$ cat src/rtl/reg_access_ctrl_if.sv
// Bus bundle between the register-access controller, the register file, the decoder
// and the execute unit.
`timescale 1ns/1ps
interface reg_access_ctrl_if #(
  parameter int unsigned DATA_W = 32,
  parameter int unsigned ADDR_W = 5
);
  logic              req_valid;
  logic              req_ready;
  logic [ADDR_W-1:0] req_rs1;
  logic [ADDR_W-1:0] req_rs2;
  logic [ADDR_W-1:0] req_rd;
  logic              req_wb;
  logic [ADDR_W-1:0] rsrc1;
  logic [ADDR_W-1:0] rsrc2;
  logic [ADDR_W-1:0] rdst;
  logic              read;
  logic              write;
  logic [DATA_W-1:0] wdata;
  logic [DATA_W-1:0] rf_out1;
  logic [DATA_W-1:0] rf_out2;
  logic              op_valid;
  logic              op_ready;
  logic [DATA_W-1:0] op_a;
  logic [DATA_W-1:0] op_b;
  logic              res_valid;
  logic [DATA_W-1:0] res_data;
  logic [15:0]       retire_cnt;

  // Controller side.
  modport master (
    input  req_valid, req_rs1, req_rs2, req_rd, req_wb, rf_out1, rf_out2,
    input  op_ready, res_valid, res_data,
    output req_ready, rsrc1, rsrc2, rdst, read, write, wdata,
    output op_valid, op_a, op_b, retire_cnt
  );

  // Decoder / register file / execute-unit side.
  modport slave (
    output req_valid, req_rs1, req_rs2, req_rd, req_wb, rf_out1, rf_out2,
    output op_ready, res_valid, res_data,
    input  req_ready, rsrc1, rsrc2, rdst, read, write, wdata,
    input  op_valid, op_a, op_b, retire_cnt
  );
endinterface

$ cat src/rtl/reg_access_ctrl.sv
// Sequences one instruction at a time: operand read, issue, result wait, write-back.
// Retired instructions are counted in a wrapping 16-bit counter.
`timescale 1ns/1ps
module reg_access_ctrl #(
  parameter int unsigned DATA_W = 32,
  parameter int unsigned ADDR_W = 5
) (
  input logic                clk,
  input logic                reset,
  reg_access_ctrl_if.master  bus
);

  typedef enum logic [2:0] {
    StIdle,
    StRead,
    StIssue,
    StWaitRes,
    StWrite
  } state_e;

  state_e            state_q, state_d;
  logic [ADDR_W-1:0] rs1_q, rs1_d;
  logic [ADDR_W-1:0] rs2_q, rs2_d;
  logic [ADDR_W-1:0] rd_q, rd_d;
  logic              wb_q, wb_d;
  logic [DATA_W-1:0] op_a_q, op_a_d;
  logic [DATA_W-1:0] op_b_q, op_b_d;
  logic [DATA_W-1:0] wdata_q, wdata_d;
  logic [15:0]       retire_q, retire_d;

  always_comb begin
    state_d  = state_q;
    rs1_d    = rs1_q;
    rs2_d    = rs2_q;
    rd_d     = rd_q;
    wb_d     = wb_q;
    op_a_d   = op_a_q;
    op_b_d   = op_b_q;
    wdata_d  = wdata_q;
    retire_d = retire_q;
    unique case (state_q)
      StIdle: begin
        if (bus.req_valid) begin
          rs1_d   = bus.req_rs1;
          rs2_d   = bus.req_rs2;
          rd_d    = bus.req_rd;
          wb_d    = bus.req_wb;
          state_d = StRead;
        end
      end
      StRead: begin
        op_a_d  = bus.rf_out1;
        op_b_d  = bus.rf_out2;
        state_d = StIssue;
      end
      StIssue: begin
        if (bus.op_ready) state_d = StWaitRes;
      end
      StWaitRes: begin
        if (bus.res_valid) begin
          wdata_d = bus.res_data;
          // Write-backs to register 0 are dropped but the instruction still retires.
          if (wb_q && (rd_q != '0)) begin
            state_d = StWrite;
          end else begin
            state_d  = StIdle;
            retire_d = retire_q + 16'd1;
          end
        end
      end
      StWrite: begin
        state_d  = StIdle;
        retire_d = retire_q + 16'd1;
      end
      default: state_d = StIdle;
    endcase
  end

  always_ff @(posedge clk) begin
    if (reset) begin
      state_q  <= StIdle;
      rs1_q    <= '0;
      rs2_q    <= '0;
      rd_q     <= '0;
      wb_q     <= 1'b0;
      op_a_q   <= '0;
      op_b_q   <= '0;
      wdata_q  <= '0;
      retire_q <= '0;
    end else begin
      state_q  <= state_d;
      rs1_q    <= rs1_d;
      rs2_q    <= rs2_d;
      rd_q     <= rd_d;
      wb_q     <= wb_d;
      op_a_q   <= op_a_d;
      op_b_q   <= op_b_d;
      wdata_q  <= wdata_d;
      retire_q <= retire_d;
    end
  end

  // The register file treats read=0 as a write, so read idles high.
  assign bus.req_ready  = (state_q == StIdle);
  assign bus.op_valid   = (state_q == StIssue);
  assign bus.write      = (state_q == StWrite);
  assign bus.read       = ~bus.write;
  assign bus.rsrc1      = rs1_q;
  assign bus.rsrc2      = rs2_q;
  assign bus.rdst       = rd_q;
  assign bus.wdata      = wdata_q;
  assign bus.op_a       = op_a_q;
  assign bus.op_b       = op_b_q;
  assign bus.retire_cnt = retire_q;

endmodule

$ cat src/flat_wrapper.sv
// flat-port wrapper written by rule: the top's interface ports become plain ports
module reg_access_ctrl_flat 
#(
  parameter int unsigned DATA_W = 32,
  parameter int unsigned ADDR_W = 5
)
  (clk, reset, bus_req_valid, bus_req_rs1, bus_req_rs2, bus_req_rd, bus_req_wb, bus_rf_out1, bus_rf_out2, bus_op_ready, bus_res_valid, bus_res_data, bus_req_ready, bus_rsrc1, bus_rsrc2, bus_rdst, bus_read, bus_write, bus_wdata, bus_op_valid, bus_op_a, bus_op_b, bus_retire_cnt);
  reg_access_ctrl_if #(.DATA_W(DATA_W), .ADDR_W(ADDR_W)) bus_i ();
  input logic clk;
  input logic reset;
  input wire logic [$bits(bus_i.req_valid)-1:0] bus_req_valid;
  input wire logic [$bits(bus_i.req_rs1)-1:0] bus_req_rs1;
  input wire logic [$bits(bus_i.req_rs2)-1:0] bus_req_rs2;
  input wire logic [$bits(bus_i.req_rd)-1:0] bus_req_rd;
  input wire logic [$bits(bus_i.req_wb)-1:0] bus_req_wb;
  input wire logic [$bits(bus_i.rf_out1)-1:0] bus_rf_out1;
  input wire logic [$bits(bus_i.rf_out2)-1:0] bus_rf_out2;
  input wire logic [$bits(bus_i.op_ready)-1:0] bus_op_ready;
  input wire logic [$bits(bus_i.res_valid)-1:0] bus_res_valid;
  input wire logic [$bits(bus_i.res_data)-1:0] bus_res_data;
  output wire logic [$bits(bus_i.req_ready)-1:0] bus_req_ready;
  output wire logic [$bits(bus_i.rsrc1)-1:0] bus_rsrc1;
  output wire logic [$bits(bus_i.rsrc2)-1:0] bus_rsrc2;
  output wire logic [$bits(bus_i.rdst)-1:0] bus_rdst;
  output wire logic [$bits(bus_i.read)-1:0] bus_read;
  output wire logic [$bits(bus_i.write)-1:0] bus_write;
  output wire logic [$bits(bus_i.wdata)-1:0] bus_wdata;
  output wire logic [$bits(bus_i.op_valid)-1:0] bus_op_valid;
  output wire logic [$bits(bus_i.op_a)-1:0] bus_op_a;
  output wire logic [$bits(bus_i.op_b)-1:0] bus_op_b;
  output wire logic [$bits(bus_i.retire_cnt)-1:0] bus_retire_cnt;
  assign bus_i.req_valid = bus_req_valid;
  assign bus_i.req_rs1 = bus_req_rs1;
  assign bus_i.req_rs2 = bus_req_rs2;
  assign bus_i.req_rd = bus_req_rd;
  assign bus_i.req_wb = bus_req_wb;
  assign bus_i.rf_out1 = bus_rf_out1;
  assign bus_i.rf_out2 = bus_rf_out2;
  assign bus_i.op_ready = bus_op_ready;
  assign bus_i.res_valid = bus_res_valid;
  assign bus_i.res_data = bus_res_data;
  assign bus_req_ready = bus_i.req_ready;
  assign bus_rsrc1 = bus_i.rsrc1;
  assign bus_rsrc2 = bus_i.rsrc2;
  assign bus_rdst = bus_i.rdst;
  assign bus_read = bus_i.read;
  assign bus_write = bus_i.write;
  assign bus_wdata = bus_i.wdata;
  assign bus_op_valid = bus_i.op_valid;
  assign bus_op_a = bus_i.op_a;
  assign bus_op_b = bus_i.op_b;
  assign bus_retire_cnt = bus_i.retire_cnt;
  reg_access_ctrl #(.DATA_W(DATA_W), .ADDR_W(ADDR_W)) u_core (.clk(clk), .reset(reset), .bus(bus_i));
endmodule
$ cat config.mk
export PLATFORM = sky130hd
export DESIGN_NAME = reg_access_ctrl_flat
export DESIGN_NICKNAME = d
export VERILOG_FILES = /design/src/rtl/reg_access_ctrl_if.sv /design/src/rtl/reg_access_ctrl.sv /design/src/flat_wrapper.sv
export SDC_FILE = /design/constraint.sdc
export NUM_CORES = 1
export LEC_CHECK = 0
export BUFFER_PORTS_ARGS = -buffer_cell sky130_fd_sc_hd__buf_2
export CORE_UTILIZATION = 48
export DETAILED_ROUTE_END_ITERATION = 6
export PLACE_DENSITY = 0.93
export SLEW_MARGIN = 30
export SYNTH_ARGS = -nofsm -noshare
export SYNTH_HDL_FRONTEND = slang
export SYNTH_SLANG_ARGS = --single-unit
$ cat constraint.sdc
create_clock -name clk -period 3.5 [get_ports clk]
set_input_delay 0.7 -clock clk [delete_from_list [all_inputs] [get_ports clk]]
set_output_delay 0.7 -clock clk [all_outputs]
set_load 0.01 [all_outputs]
==> flow_summary_export.csv <==
group,metric,value,unit
status,status,"finished clean",
timing,setup_viol,0,
timing,min_period_over_period,0.687,
detailed_routing,via_count,4790,
grt,grt_pass1_vias,4378,
cells_and_area,fin_cells,977,
power_and_ir_drop,p_per_area,556,nW/um^2
place,place_inst,945,
cells_and_area,drive_above_1_share,0.345,
clock_network,cts_resized,0,
timing,hold_ws,433,ps
critical_path,cp_slowest_cell,"or3b_1",
synth,ys_ff_latch,131,
min_path,hp-class,"input pin to flop",
timing,hold_viol,0,
critical_path,max_stage_delay,500,ps
critical_path,worst_setup_path_end_kind,"primary output",
timing,fmax,0.416,GHz
clock_network,htree_levels,4,
grt,antenna_found_initial,1,
grt,grt_max_degree,74,
critical_path,path_max_fanout,9,
cells_and_area,n_antenna_cell,0,
timing,tightest_slew,759,ps
die,rows,36,
critical_path,crit_chain,"or3b_1 -> inv_1 -> buf_2",
synth,synth_area,4780,um^2
critical_path,start_kind,"flop",
grt,grt.overflow.total,0,
clock_network,cts_sinks,131,
detailed_routing,wl,12600,um
detailed_routing,viasPerCell,4.90,
power_and_ir_drop,p_leak,3.01,nW
clock_network,clk_pin_slew_worst_paths,60,ps
power_and_ir_drop,power,3.68,mW
synth,synth_cells,603,
detailed_routing,antenna_left,0,
grt,grt_pass1_wl,19200,um
die,die_h,102,um
critical_path,cp.required,2800,ps
place,routabilityCongestion,0.815,
power_and_ir_drop,vdd_drop_max,0.295,mV
timing,rsz0062_at_grt,"no",
detailed_routing,first_iter_violations,121,
die,start_util,0.491,
detailed_routing,drcViolationCount,0,
synth,synth_cell_types,34,
synth,yosysSeqAreaShare,0.549,
timing,slew_headroom,0.494,
timing,fin_crit,2400,ps
clock_network,insertion_delay,500,ps
clock_network,cts_buffers,17,
detailed_routing,post_drt_wl_per_cell,12.9,um
die,die_w,102,um
clock_network,cts_buffer_depth,2,
place,dp_hpwl,8880,um
synth,synthArstFlopShare,0,
cells_and_area,final_nets,949,
clock_network,cts_root_buf,"clkbuf_8",
timing,finalMaxSlewViolations,0,
timing,setup-tns-final,0,ps
synth,synth-edff-count,0,
synth,syn_nets,721,
die,die-area,10400,um^2
clock_network,cts_hold_buf,0,
timing,skew,13.2,ps
synth,avgSynthCellArea,7.92,um^2
critical_path,worst_ep_arrival_time,1700,ps
synth,ys.flop_type,"dfxtp_1",
die,io_pins,248,
clock_network,cts_tree,"done",
cells_and_area,layout_common_cells,"buf_2 (246), nand2_1 (232), dfxtp_1 (131)",
detailed_routing,firstDrtPassIters,7,
critical_path,crit_type,"flop to primary output",
synth,ys_warn_count,0,
place,io_buffer_count,247,
grt,track_usage,0.237,
clock_network,post_cts_buffers,0,
cells_and_area,layout_commonest_cell,"buf_2",
run,drv_cap,0,
die,core-area,9730,um^2
cells_and_area,area_growth,38.4,%
## logic make-up (layout without fill, tap and decap cells)
logic type,Yosys count,after routing,share of synthesized area
AND/OR/NAND/NOR,284,284,0.249
AO/OA/AOI/OAI,133,133,0.145
flip-flops,131,131,0.549
buffers and inverters,45,286,0.0377
XOR/XNOR,9,9,0.0165
adder cells (fa/ha/maj),1,1,0.00262
## cells in the mapped netlist, drive strengths merged (2+ instances only)
| cell type | number | area [um^2] |
|---|---|---|
| or3 | 7 | 45.1 |
| xor2 | 5 | 43.8 |
| nor3 | 4 | 20.0 |
| xnor2 | 4 | 35.0 |
| nand3 | 5 | 30.0 |
| buf | 4 | 26.3 |
| nand2 | 233 | 877 |
| clkbuf | 39 | 146 |
| nand4 | 6 | 37.5 |
| dfxtp | 131 | 2620 |
| nor2 | 15 | 56.3 |
| a21oi | 119 | 596 |
| and4 | 4 | 36.3 |
| and2 | 2 | 12.5 |
| inv | 2 | 7.51 |
| o21ai | 10 | 50.1 |
## power by group
part,switching [mW],internal (mW)
registers,0.0489,1.58
logic,0.264,0.174
clock network,0.664,0.949
## state kept, by name, summed over array words and instances, names as in the netlist
| signal | cells |
|---|---|
| u_core.bus.op_b | 32 |
| u_core.wb_q | 1 |
| u_core.bus.wdata | 32 |
| u_core.bus.retire_cnt | 16 |
| u_core.bus.op_a | 32 |
| u_core.bus.rsrc2 | 5 |
| u_core.bus.rdst | 5 |
| u_core.state_q | 3 |
| u_core.bus.rsrc1 | 5 |
## layer usage
layer  vias up  share of wire  GRT usage
li1       2435              -          -
met2       179           0.50      0.416
met1      2152           0.40      0.253
met5         -         0.0010          0
met4         2          0.020      0.101
met3        22          0.081     0.0897
## path summary, 6_finish.rpt
kind,end,cells after the start,start,slack (ps)
worst max-delay path,bus_write,3,u_core.state_q[2]$_SDFFE_PP0P_,1100
worst min-delay path,u_core.bus.op_a[19]$_SDFFE_PP0P_,3,bus_rf_out1[19],430
worst max register to register,u_core.bus.retire_cnt[15]$_SDFFE_PP0P_,5,u_core.bus.rdst[4]$_SDFFE_PP0P_,1440
worst min register to register,u_core.bus.op_b[4]$_SDFFE_PP0P_,2,u_core.bus.op_b[4]$_SDFFE_PP0P_,450
## final cells by class
class	count	area [um^2]
fillers	830	3120
flip-flops and latches	131	2620
multi-input cells	427	1980
repair buffers	252	1290
clock buffers	18	418
well taps	133	166
clock inverters	14	129
inverters	2	7.51
## critical path: cells and delay by family, from the launching register on
family | cells | cell delay [ps]
simple gates | 1 | 500
buf+inv | 2 | 250
flops | 1 | 470
## per-stage QoR
step | cell area (um^2) | util | worst slack [ps]
2_1_floorplan | 4780 | - | 1640
3_3_place_gp | 6060 | 0.623 | 1510
3_5_place_dp | 6060 | 0.623 | 1480
4_1_cts | 6610 | 0.679 | 1080
5_1_grt | 6610 | 0.679 | 1020
6_report | 6610 | 0.679 | 1100
Note: power is estimated with default switching activity, not from simulation.
